--- config.mk ---
export PLATFORM = sky130hd
export DESIGN_NAME = tap_tms_sequencer
export DESIGN_NICKNAME = d
export VERILOG_FILES = /design/src/rtl/tap_tms_sequencer.sv
export SDC_FILE = /design/constraint.sdc
export NUM_CORES = 1
export LEC_CHECK = 0
export CAP_MARGIN = 10
export CORE_UTILIZATION = 58
export CTS_CLUSTER_DIAMETER = 120
export CTS_CLUSTER_SIZE = 12
export DETAILED_ROUTE_END_ITERATION = 7
export PLACE_DENSITY = 0.89
export SYNTH_ARGS = -nofsm -noshare
export SYNTH_HDL_FRONTEND = slang
export SYNTH_SLANG_ARGS = --single-unit
--- constraint.sdc ---
create_clock -name GCLK_Pad -period 7.7 [get_ports GCLK_Pad]
set_input_delay 0.77 -clock GCLK_Pad [delete_from_list [all_inputs] [get_ports GCLK_Pad]]
set_output_delay 0.77 -clock GCLK_Pad [all_outputs]
set_load 0.05 [all_outputs]
--- src/rtl/tap_tms_sequencer.sv ---
// rtl/tap_tms_sequencer.sv - command-driven JTAG TAP TMS sequencer with shadow TAP state
//
// Purpose: accepts RESET / IDLE / SHIFT_IR / SHIFT_DR commands and walks the TAP
// along the shortest legal path by driving a registered TMS stream. A shadow copy
// of the TAP state machine is advanced on every edge and exported on state_obs.
//
// Ports:
//   GCLK_Pad    in   clock, all state changes on the rising edge
//   TRST_N_Pad  in   asynchronous active-low reset
//   cmd_valid   in   command present
//   cmd_ready   out  command can be accepted (= !busy)
//   cmd_op      in   0=RESET 1=IDLE 2=SHIFT_IR 3=SHIFT_DR
//   cmd_len     in   SHIFT: bit count (0 treated as 1); IDLE: RTI cycles
//   pause_req   in   request a pause mid-shift (only with TAP_SEQ_PAUSE_EN)
//   TMS_Pad     out  registered TMS to the TAP
//   shift_en    out  shadow state is ShDR/ShIR
//   shift_last  out  shift_en on the final bit
//   busy        out  command in progress
//   done        out  one-cycle pulse at command completion
//   state_obs   out  shadow TAP state, 4-bit TAP code
//
// Configuration: define TAP_SEQ_PAUSE_EN to add the pause_req port and the
// Shift -> Exit1 -> Pause -> Exit2 -> Shift detour.
module tap_tms_sequencer #(
  parameter int LEN_W          = 16,
  parameter int RST_TMS_CYCLES = 5
) (
  input  logic             GCLK_Pad,
  input  logic             TRST_N_Pad,
  input  logic             cmd_valid,
  output logic             cmd_ready,
  input  logic [1:0]       cmd_op,
  input  logic [LEN_W-1:0] cmd_len,
`ifdef TAP_SEQ_PAUSE_EN
  input  logic             pause_req,
`endif
  output logic             TMS_Pad,
  output logic             shift_en,
  output logic             shift_last,
  output logic             busy,
  output logic             done,
  output logic [3:0]       state_obs
);

  typedef enum logic [3:0] {
    TLR    = 4'hF, RTI    = 4'hC,
    SEL_DR = 4'h7, CAP_DR = 4'h6, SH_DR = 4'h2, EX1_DR = 4'h1,
    PAU_DR = 4'h3, EX2_DR = 4'h0, UPD_DR = 4'h5,
    SEL_IR = 4'h4, CAP_IR = 4'hE, SH_IR = 4'hA, EX1_IR = 4'h9,
    PAU_IR = 4'hB, EX2_IR = 4'h8, UPD_IR = 4'hD
  } tap_state_e;

  typedef enum logic [1:0] {
    OP_RESET    = 2'd0,
    OP_IDLE     = 2'd1,
    OP_SHIFT_IR = 2'd2,
    OP_SHIFT_DR = 2'd3
  } op_e;

  localparam logic [LEN_W-1:0] CNT_ONE = LEN_W'(1);
  localparam logic [LEN_W-1:0] CNT_RST = LEN_W'(RST_TMS_CYCLES);

  function automatic tap_state_e tap_next(input tap_state_e s, input logic tms);
    tap_state_e n;
    case (s)
      TLR:     n = tms ? TLR    : RTI;
      RTI:     n = tms ? SEL_DR : RTI;
      SEL_DR:  n = tms ? SEL_IR : CAP_DR;
      CAP_DR:  n = tms ? EX1_DR : SH_DR;
      SH_DR:   n = tms ? EX1_DR : SH_DR;
      EX1_DR:  n = tms ? UPD_DR : PAU_DR;
      PAU_DR:  n = tms ? EX2_DR : PAU_DR;
      EX2_DR:  n = tms ? UPD_DR : SH_DR;
      UPD_DR:  n = tms ? SEL_DR : RTI;
      SEL_IR:  n = tms ? TLR    : CAP_IR;
      CAP_IR:  n = tms ? EX1_IR : SH_IR;
      SH_IR:   n = tms ? EX1_IR : SH_IR;
      EX1_IR:  n = tms ? UPD_IR : PAU_IR;
      PAU_IR:  n = tms ? EX2_IR : PAU_IR;
      EX2_IR:  n = tms ? UPD_IR : SH_IR;
      UPD_IR:  n = tms ? SEL_DR : RTI;
      default: n = TLR;
    endcase
    return n;
  endfunction

  function automatic logic is_shift(input tap_state_e s);
    return (s == SH_DR) || (s == SH_IR);
  endfunction

  // TMS to drive while the shadow sits in state s; cnt is the number of shift
  // bits still to go (or remaining TMS=1 cycles for RESET).
  function automatic logic path_tms(input tap_state_e s, input op_e op,
                                    input logic [LEN_W-1:0] cnt,
                                    input logic pause_shift, input logic pause_hold);
    logic t;
    t = 1'b0;
    if (op == OP_RESET) begin
      t = (cnt != '0);
    end else if (op != OP_IDLE) begin
      case (s)
        RTI:            t = 1'b1;
        SEL_DR:         t = (op == OP_SHIFT_IR);
        SEL_IR:         t = (op == OP_SHIFT_DR);
        SH_DR, SH_IR:   t = (cnt <= CNT_ONE) || pause_shift;
        // Bits left over means Exit1 was a pause detour rather than the end.
        EX1_DR, EX1_IR: t = (cnt == '0);
        PAU_DR, PAU_IR: t = !pause_hold;
        // TLR (prepended step), Capture, Exit2 and Update all step with 0.
        default:        t = 1'b0;
      endcase
    end
    return t;
  endfunction

  logic pause_req_w;
`ifdef TAP_SEQ_PAUSE_EN
  assign pause_req_w = pause_req;
`else
  assign pause_req_w = 1'b0;
`endif

  tap_state_e       st_q, st_d;
  op_e              op_q, op_d;
  logic [LEN_W-1:0] cnt_q, cnt_d, cnt_dec;
  logic             tms_q, tms_d;
  logic             busy_q, busy_d;
  logic             done_q, done_d;
  logic             shift_en_q, shift_en_d;
  logic             shift_last_q, shift_last_d;
  logic             pause_shift;
  logic             finish;

  always_comb begin
    st_d        = tap_next(st_q, tms_q);
    pause_shift = pause_req_w && shift_en_q && !shift_last_q;

    // Saturating down-count: RESET counts TMS=1 edges, IDLE counts RTI edges,
    // SHIFT counts edges leaving a Shift state (each one shifts a bit).
    cnt_dec = cnt_q;
    if (busy_q && (cnt_q != '0)) begin
      if ((op_q == OP_RESET) ||
          ((op_q == OP_IDLE) && (st_q == RTI)) ||
          (((op_q == OP_SHIFT_IR) || (op_q == OP_SHIFT_DR)) && is_shift(st_q))) begin
        cnt_dec = cnt_q - CNT_ONE;
      end
    end

    finish = 1'b0;
    if (busy_q && (st_d == RTI) && (cnt_dec == '0)) begin
      if ((op_q == OP_RESET) || (op_q == OP_IDLE)) finish = 1'b1;
      else finish = (st_q == UPD_DR) || (st_q == UPD_IR);
    end

    op_d   = op_q;
    cnt_d  = cnt_dec;
    busy_d = busy_q;
    done_d = 1'b0;
    tms_d  = tms_q;

    if (busy_q) begin
      if (finish) begin
        busy_d = 1'b0;
        done_d = 1'b1;
        tms_d  = 1'b0;
      end else begin
        tms_d = path_tms(st_d, op_q, cnt_dec, pause_shift, pause_req_w);
      end
    end else if (cmd_valid) begin
      op_d = op_e'(cmd_op);
      case (op_d)
        OP_RESET: cnt_d = CNT_RST;
        OP_IDLE:  cnt_d = cmd_len;
        default:  cnt_d = (cmd_len == '0) ? CNT_ONE : cmd_len;
      endcase
      if ((op_d == OP_IDLE) && (cmd_len == '0)) begin
        done_d = 1'b1;
      end else begin
        busy_d = 1'b1;
        tms_d  = path_tms(st_d, op_d, cnt_d, 1'b0, 1'b0);
      end
    end

    shift_en_d   = is_shift(st_d);
    shift_last_d = shift_en_d && (cnt_d == CNT_ONE);
  end

  always_ff @(posedge GCLK_Pad or negedge TRST_N_Pad) begin
    if (!TRST_N_Pad) begin
      st_q         <= TLR;
      op_q         <= OP_RESET;
      cnt_q        <= '0;
      tms_q        <= 1'b1;
      busy_q       <= 1'b0;
      done_q       <= 1'b0;
      shift_en_q   <= 1'b0;
      shift_last_q <= 1'b0;
    end else begin
      st_q         <= st_d;
      op_q         <= op_d;
      cnt_q        <= cnt_d;
      tms_q        <= tms_d;
      busy_q       <= busy_d;
      done_q       <= done_d;
      shift_en_q   <= shift_en_d;
      shift_last_q <= shift_last_d;
    end
  end

  assign cmd_ready  = !busy_q;
  assign TMS_Pad    = tms_q;
  assign shift_en   = shift_en_q;
  assign shift_last = shift_last_q;
  assign busy       = busy_q;
  assign done       = done_q;
  assign state_obs  = st_q;

endmodule

==> results of run 1 <==
-- layout by cell type, fill, tap and decap left out, types with 4 or more instances in the layout --
cell type and instances:
nor3_1 7, nor4_1 10, nor2_1 16, o21ai_0 17, or3_1 9, xnor2_1 11
a21oi_1 9, dfrtp_1 22, o21ai_1 5, mux2i_1 4, o211ai_1 4, nand4_1 4
nor2b_1 4, nand3_1 6, dfstp_2 5, inv_1 8, xor2_1 4, nand2_1 29
clkdlybuf4s50_1 30
-- flip-flops by register name (all words and copies together), names as in the netlist --
register and cells:
cnt_q 16, shift_en 1, op_q 2, busy 1, shift_last 1, state_obs 4
TMS_Pad 1, done 1
-- final cells by class --
cell class	instances	share of cell area, %
tap	44	2.38
sequential	27	29.5
multi-input combinational	186	52.3
timing repair buffer	31	13.3
clock buffer	3	0.975
inverter	8	1.30
clock inverter	1	0.217
-- worst register-to-register path: stages (launching register included) --
cell	delay, ns
dfrtp_1	0.44
inv_1	0.13
ha_1	0.20
nor4b_4	0.35
nand4_2	0.21
and3_1	0.33
xnor2_1	0.31
nor2_1	0.09
nor4_1	0.30
nand4bb_1	0.17
nor4_1	0.34
-- stage by stage --
step	cell area [um2]	worst slack [ns]	util (%)
after detailed placement	2280	4.42	73.0
after floorplan	1970	4.95	-
after global routing	2310	4.49	73.8
final	2310	4.61	73.8
after CTS	2310	4.73	73.8
after global placement	2280	4.53	73.0
-- cell families (layout without fill, tap and decap cells) --
group           Yosys count  after routing  share of synthesized area, %
mux                       4              4                          2.03
fa+ha+maj                 2              2                          1.27
compound gates           55             55                          18.7
flops                    27             27                          34.6
buf+inv                  19             43                          4.25
xor+xnor                 15             15                          6.66
simple gates            110            110                          32.5
-- final timing paths --
check                          endpoint  slack [ns]  cells after the start
hold / removal             state_obs[3]        0.62                      1
max in group asynchronous       TMS_Pad        6.60                      2
setup reg to reg             shift_last        4.72                     10
hold reg to reg            state_obs[3]        0.62                      1
min in group asynchronous      cnt_q[8]        0.80                      2
setup / recovery             shift_last        4.61                      8
-- per-layer routing --
metal | global-route usage, % | part of all wire [%] | vias up
li1 | - | - | 913
met1 | 45.5 | 45 | 909
met2 | 49.1 | 46 | 74
met3 | 4.98 | 6.8 | 10
met4 | 11.0 | 1.9 | 0
met5 | 0 | 0 | -
-- report_power, final --
part           internal [uW]  switching, uW
registers                204            113
logic                    177            238
clock network           19.5           39.8
total                    400            391
==> flow_summary.toml, run 1 <==
[status]
status = "finished, final reports clean"

[final_layout]
final_cells = 300
multiInputGateArea_um2 = 1210
ff_latch_area_um2 = 682
final_net_count = 280
area_growth_pct = 17.1
fillCellCount = 232
antenna_cells = 0
drive_above_1_share_pct = 7.42

[timing]
slew_viol_final = 0
worst_hold_slack_ns = 0.619
grt_setup_unrepaired = "false"
hold_viol = 0
tns_ns = 0
min_period_over_period_pct = 40.1
worst_slew_pin_slew_ns = 1.11
fmaxAchievable_mhz = 324
setup_viol = 0
clock_skew_ns = 0.00348
slew-limit-headroom_pct = 26.1
fin_crit_ns = 3.09

[synth]
synth_cell_types = 56
ys.flop_type = "dfrtp_1"
netlist_area_um2 = 1970
synthTopCellsByArea = "dfrtp_1, dfstp_2, nand2_1, xnor2_1, o21ai_0"
synth_edf_count = 0
synth.most_common_cell = "nand2_1"
syn_area_per_cell_um2 = 8.50
synth_nets = 255
ys_ff_latch = 27
yosys_warnings = 0
yosysSeqAreaShare_pct = 34.6
synth_top_cell_area_share_pct = 27.9
synthArstFlopShare_pct = 100
syn_inst = 232
yosys.area.top_type = "dfrtp_1"
yosys-top-cells-count = "nand2_1, dfrtp_1, o21ai_0"

[detailed_routing]
via_count = 1906
wl_per_cell_um = 17.1
finalWirelength_um = 5140
drtIter0Drc = 200
ant_nets = 0
drt_first_pass_iters = 5
vias_per_cell = 6.35
drc = 0

[placement]
hpwl_um = 3990
place.gp.congestion = 0.872
io_buffers = 30
place_inst = 296

[setup_path]
worstPathArrival_ns = 3.31
cp_max_fo = 19
reg2reg_from = "cnt_q[0]"
cpMaxStageDelayCell = "nor2b_1"
worstSetupPathType = "in -> reg"
max_stage_delay_ns = 0.88
crit_start = "cmd_valid"
path_buf_inv = 1
path_common_cell = "nor2_1"
crit_path_end_kind = "flip-flop"
critPathRequiredTime_ns = 7.92
setup.worst_path.start_class = "input port"
cp_cell_sequence = "clkdlybuf4s50_1 -> nor2b_1 -> o21ai_0 -> nor2_1 -> a21oi_1 -> nor2_1 -> nand4bb_1 -> nor4_1"
critical_path.top_delay_family = "simple AND/OR/NAND/NOR gates"

[grt]
antenna_found_initial = 0
first_global_vias = 1798
grt_pass1_wl_um = 8460
grt_max_degree = 28
grt_usage_pct = 31.8
grt_overflow = 0

[floorplanning]
rows = 20
die_width_um = 60.3
core_um2 = 3130
start_util_pct = 63.1
ios = 31
fp.dieH_um = 60.3
die_area_um2 = 3640

[clock_network]
h-tree-depth = 1
clockRootBuffer = "clkbuf_4"
clock_latency_ns = 0.32
clock-sinks = 27
numCtsBuffers = 3
cts_tree = "built"
cts_resized = 0
cts_hold_repair.buffers = 0
cts_setup_buffers = 0
clk_pin_slew_ns = 0.14
cts_buffer_depth = 2

[power_and_ir_drop]
ir_worst_vdd_mv = 0.248
pwr_density_cell_nw_per_um2 = 343
leakagePower_uw = 0.000830
total_power_uw = 792

[job]
cap_viol_max_count = 0

[worst_hold_path]
worstHoldStart = "state_obs[3]"
holdCritPathClass = "reg -> reg"
(Power assumes the default switching activity.)
==> inputs of run 2 (changes only) <==
Settings changed: CORE_UTILIZATION 58 to 54, PLACE_DENSITY 0.89 to 0.84.
Clock period 7.7 ns to 2.9 ns, I/O delays scaled along.
==> flow_summary.toml, run 2 (same netlist as run 1, synthesis figures left out) <==
[power_and_ir_drop]
ir_worst_vdd_mv = 0.710
p_sw_uw = 1140
p_int_uw = 1180
p_seq_share_pct = 32.7
total_power_uw = 2320
leakagePower_uw = 0.000916
clockPowerShare_pct = 7.3
pwr-share-comb_pct = 60.0
pwr_density_cell_nw_per_um2 = 928
swShare_pct = 49.3

[grt]
grt_max_degree = 28
grt_overflow = 0
grt_pass1_wl_um = 8930
first_global_vias = 1848
grt_usage_pct = 28.8
antenna_found_initial = 0

[clock_network]
h-tree-depth = 1
numCtsBuffers = 3
clk_pin_slew_ns = 0.14
cts_tree = "built"
clock-sinks = 27
clockRootBuffer = "clkbuf_4"
cts_hold_repair.buffers = 0
cts_buffer_depth = 2
clock_latency_ns = 0.33

[setup_path]
critical_path.top_delay_family = "simple AND/OR/NAND/NOR gates"
setup.worst_path.start_class = "flip-flop"
max_stage_delay_ns = 0.59
cpMaxStageDelayCell = "or4_1"
cp_max_fo = 3
worstPathArrival_ns = 3.11
crit_path_end_kind = "flip-flop"
reg2reg_depth = 8
worstSetupPathType = "reg -> reg"
reg2reg_from = "cnt_q[3]"
critPathRequiredTime_ns = 3.14
cp_cell_sequence = "or4_1 -> a311oi_2 -> nand3_2 -> or3_4 -> xor2_2 -> o21ai_1 -> or3_1 -> nor4_2"
path_buf_inv = 0
r2r-end = "shift_last"
reg2reg_slack_ns = 0.03

[timing]
grt_setup_unrepaired = "true"
setup_viol = 0
min_period_over_period_pct = 98.9
clock_skew_ns = 0.00258
tns_ns = 0
slew-limit-headroom_pct = 44.8
fmaxAchievable_mhz = 349
fin_crit_ns = 2.87
slew_viol_final = 0
worst_slew_pin_slew_ns = 0.825
hold_viol = 0

[final_layout]
mostFrequentLayoutCells = "clkdlybuf4s50_1, nand2_1, dfrtp_1"
antenna_cells = 0
area_growth_pct = 26.6
final_common_cell = "clkdlybuf4s50_1"
final_net_count = 295
fin_area_um2 = 2500
largest_reg_flops = 16
drive_above_1_share_pct = 15.5
largest-register = "cnt_q"

[detailed_routing]
drc = 0
drtIter0Drc = 179
wl_per_cell_um = 17.8
ant_nets = 0
vias_per_cell = 6.41
via_count = 2032
drt_first_pass_iters = 4
finalWirelength_um = 5630

[floorplanning]
rows = 21
die_area_um2 = 3900
die_width_um = 62.5
start_util_pct = 57.8
core_um2 = 3420
fp.dieH_um = 62.5
ios = 31

[job]
cap_viol_max_count = 0

[placement]
place_area_um2 = 2390
hpwl_um = 3990
place.gp.congestion = 0.917
io_buffers = 30

[worst_hold_path]
holdCritPathClass = "in -> async"

[status]
status = "finished, final reports clean"
## run 2: worst max-delay path by stage
| stage | from | to | slack [ns] | depth (start not counted) |
|---|---|---|---|---|
| detailed placement | cnt_q[0] | TMS_Pad | 0.08 | 10 |
| global route | state_obs[3] | shift_last | -0.14 | 7 |
| floorplan | state_obs[3] | shift_last | 0.15 | 8 |
| CTS | cnt_q[0] | TMS_Pad | 0.06 | 10 |
| global placement | cnt_q[0] | TMS_Pad | 0.15 | 10 |
| finish | cnt_q[3] | shift_last | 0.03 | 8 |
## run 2: layout make-up
type / count / area, um2
well taps: 46 / 57.6
multi-input cells: 186 / 1270
fillers: 254 / 918
flip-flops and latches: 27 / 682
repair buffers: 46 / 433
inverters: 8 / 30.0
clock buffers: 4 / 26.3
## run 2: per-stage QoR
stage | cells | utilization (%) | hold WS [ns] | worst slack (ns)
global placement | 312 | 70.0 | 0.592 | 0.146
CTS | 316 | 70.7 | 0.315 | 0.0568
finish | 317 | 73.1 | 0.309 | 0.0327
detailed placement | 312 | 70.0 | 0.599 | 0.0836
floorplan | 232 | - | -0.00559 | 0.151
global route | 317 | 73.1 | 0.326 | -0.137
## run 2: what timing repair did
action | in CTS | in global routing
gates resized for setup | 0 | 10
endpoints found under the setup margin | 0 | 3
setup buffers | 0 | 1
## run 2: power groups by stage
stage / sequential, uW / combinational [uW] / clock, uW
4_1_cts: 738 / 1310 / 170
3_3_place_gp: 737 / 1290 / 0
2_1_floorplan: 830 / 797 / 0
6_report: 758 / 1390 / 170
3_5_place_dp: 743 / 1290 / 0
5_1_grt: 786 / 1490 / 189
## run 2: routing by layer
| metal | track usage [%] | vias up | part of all wire, % |
|---|---|---|---|
| li1 | - | 943 | - |
| met1 | 43.3 | 966 | 46 |
| met2 | 40.9 | 109 | 45 |
| met3 | 3.65 | 14 | 7.2 |
| met4 | 13.4 | 0 | 2.0 |
| met5 | 0 | - | 0 |
## run 2: worst reg2reg max path: stages (launching register included)
cell      delay, ns
dfrtp_1        0.41
or4_1          0.59
a311oi_2       0.30
nand3_2        0.16
or3_4          0.41
xor2_2         0.14
o21ai_1        0.09
or3_1          0.36
nor4_2         0.32
==> inputs of run 3 (changes only) <==
Settings changed: CTS_CLUSTER_SIZE 12 to 25.
==> results of run 3 <==
The final DEF is identical to that of run 2; final timing and power are the same.
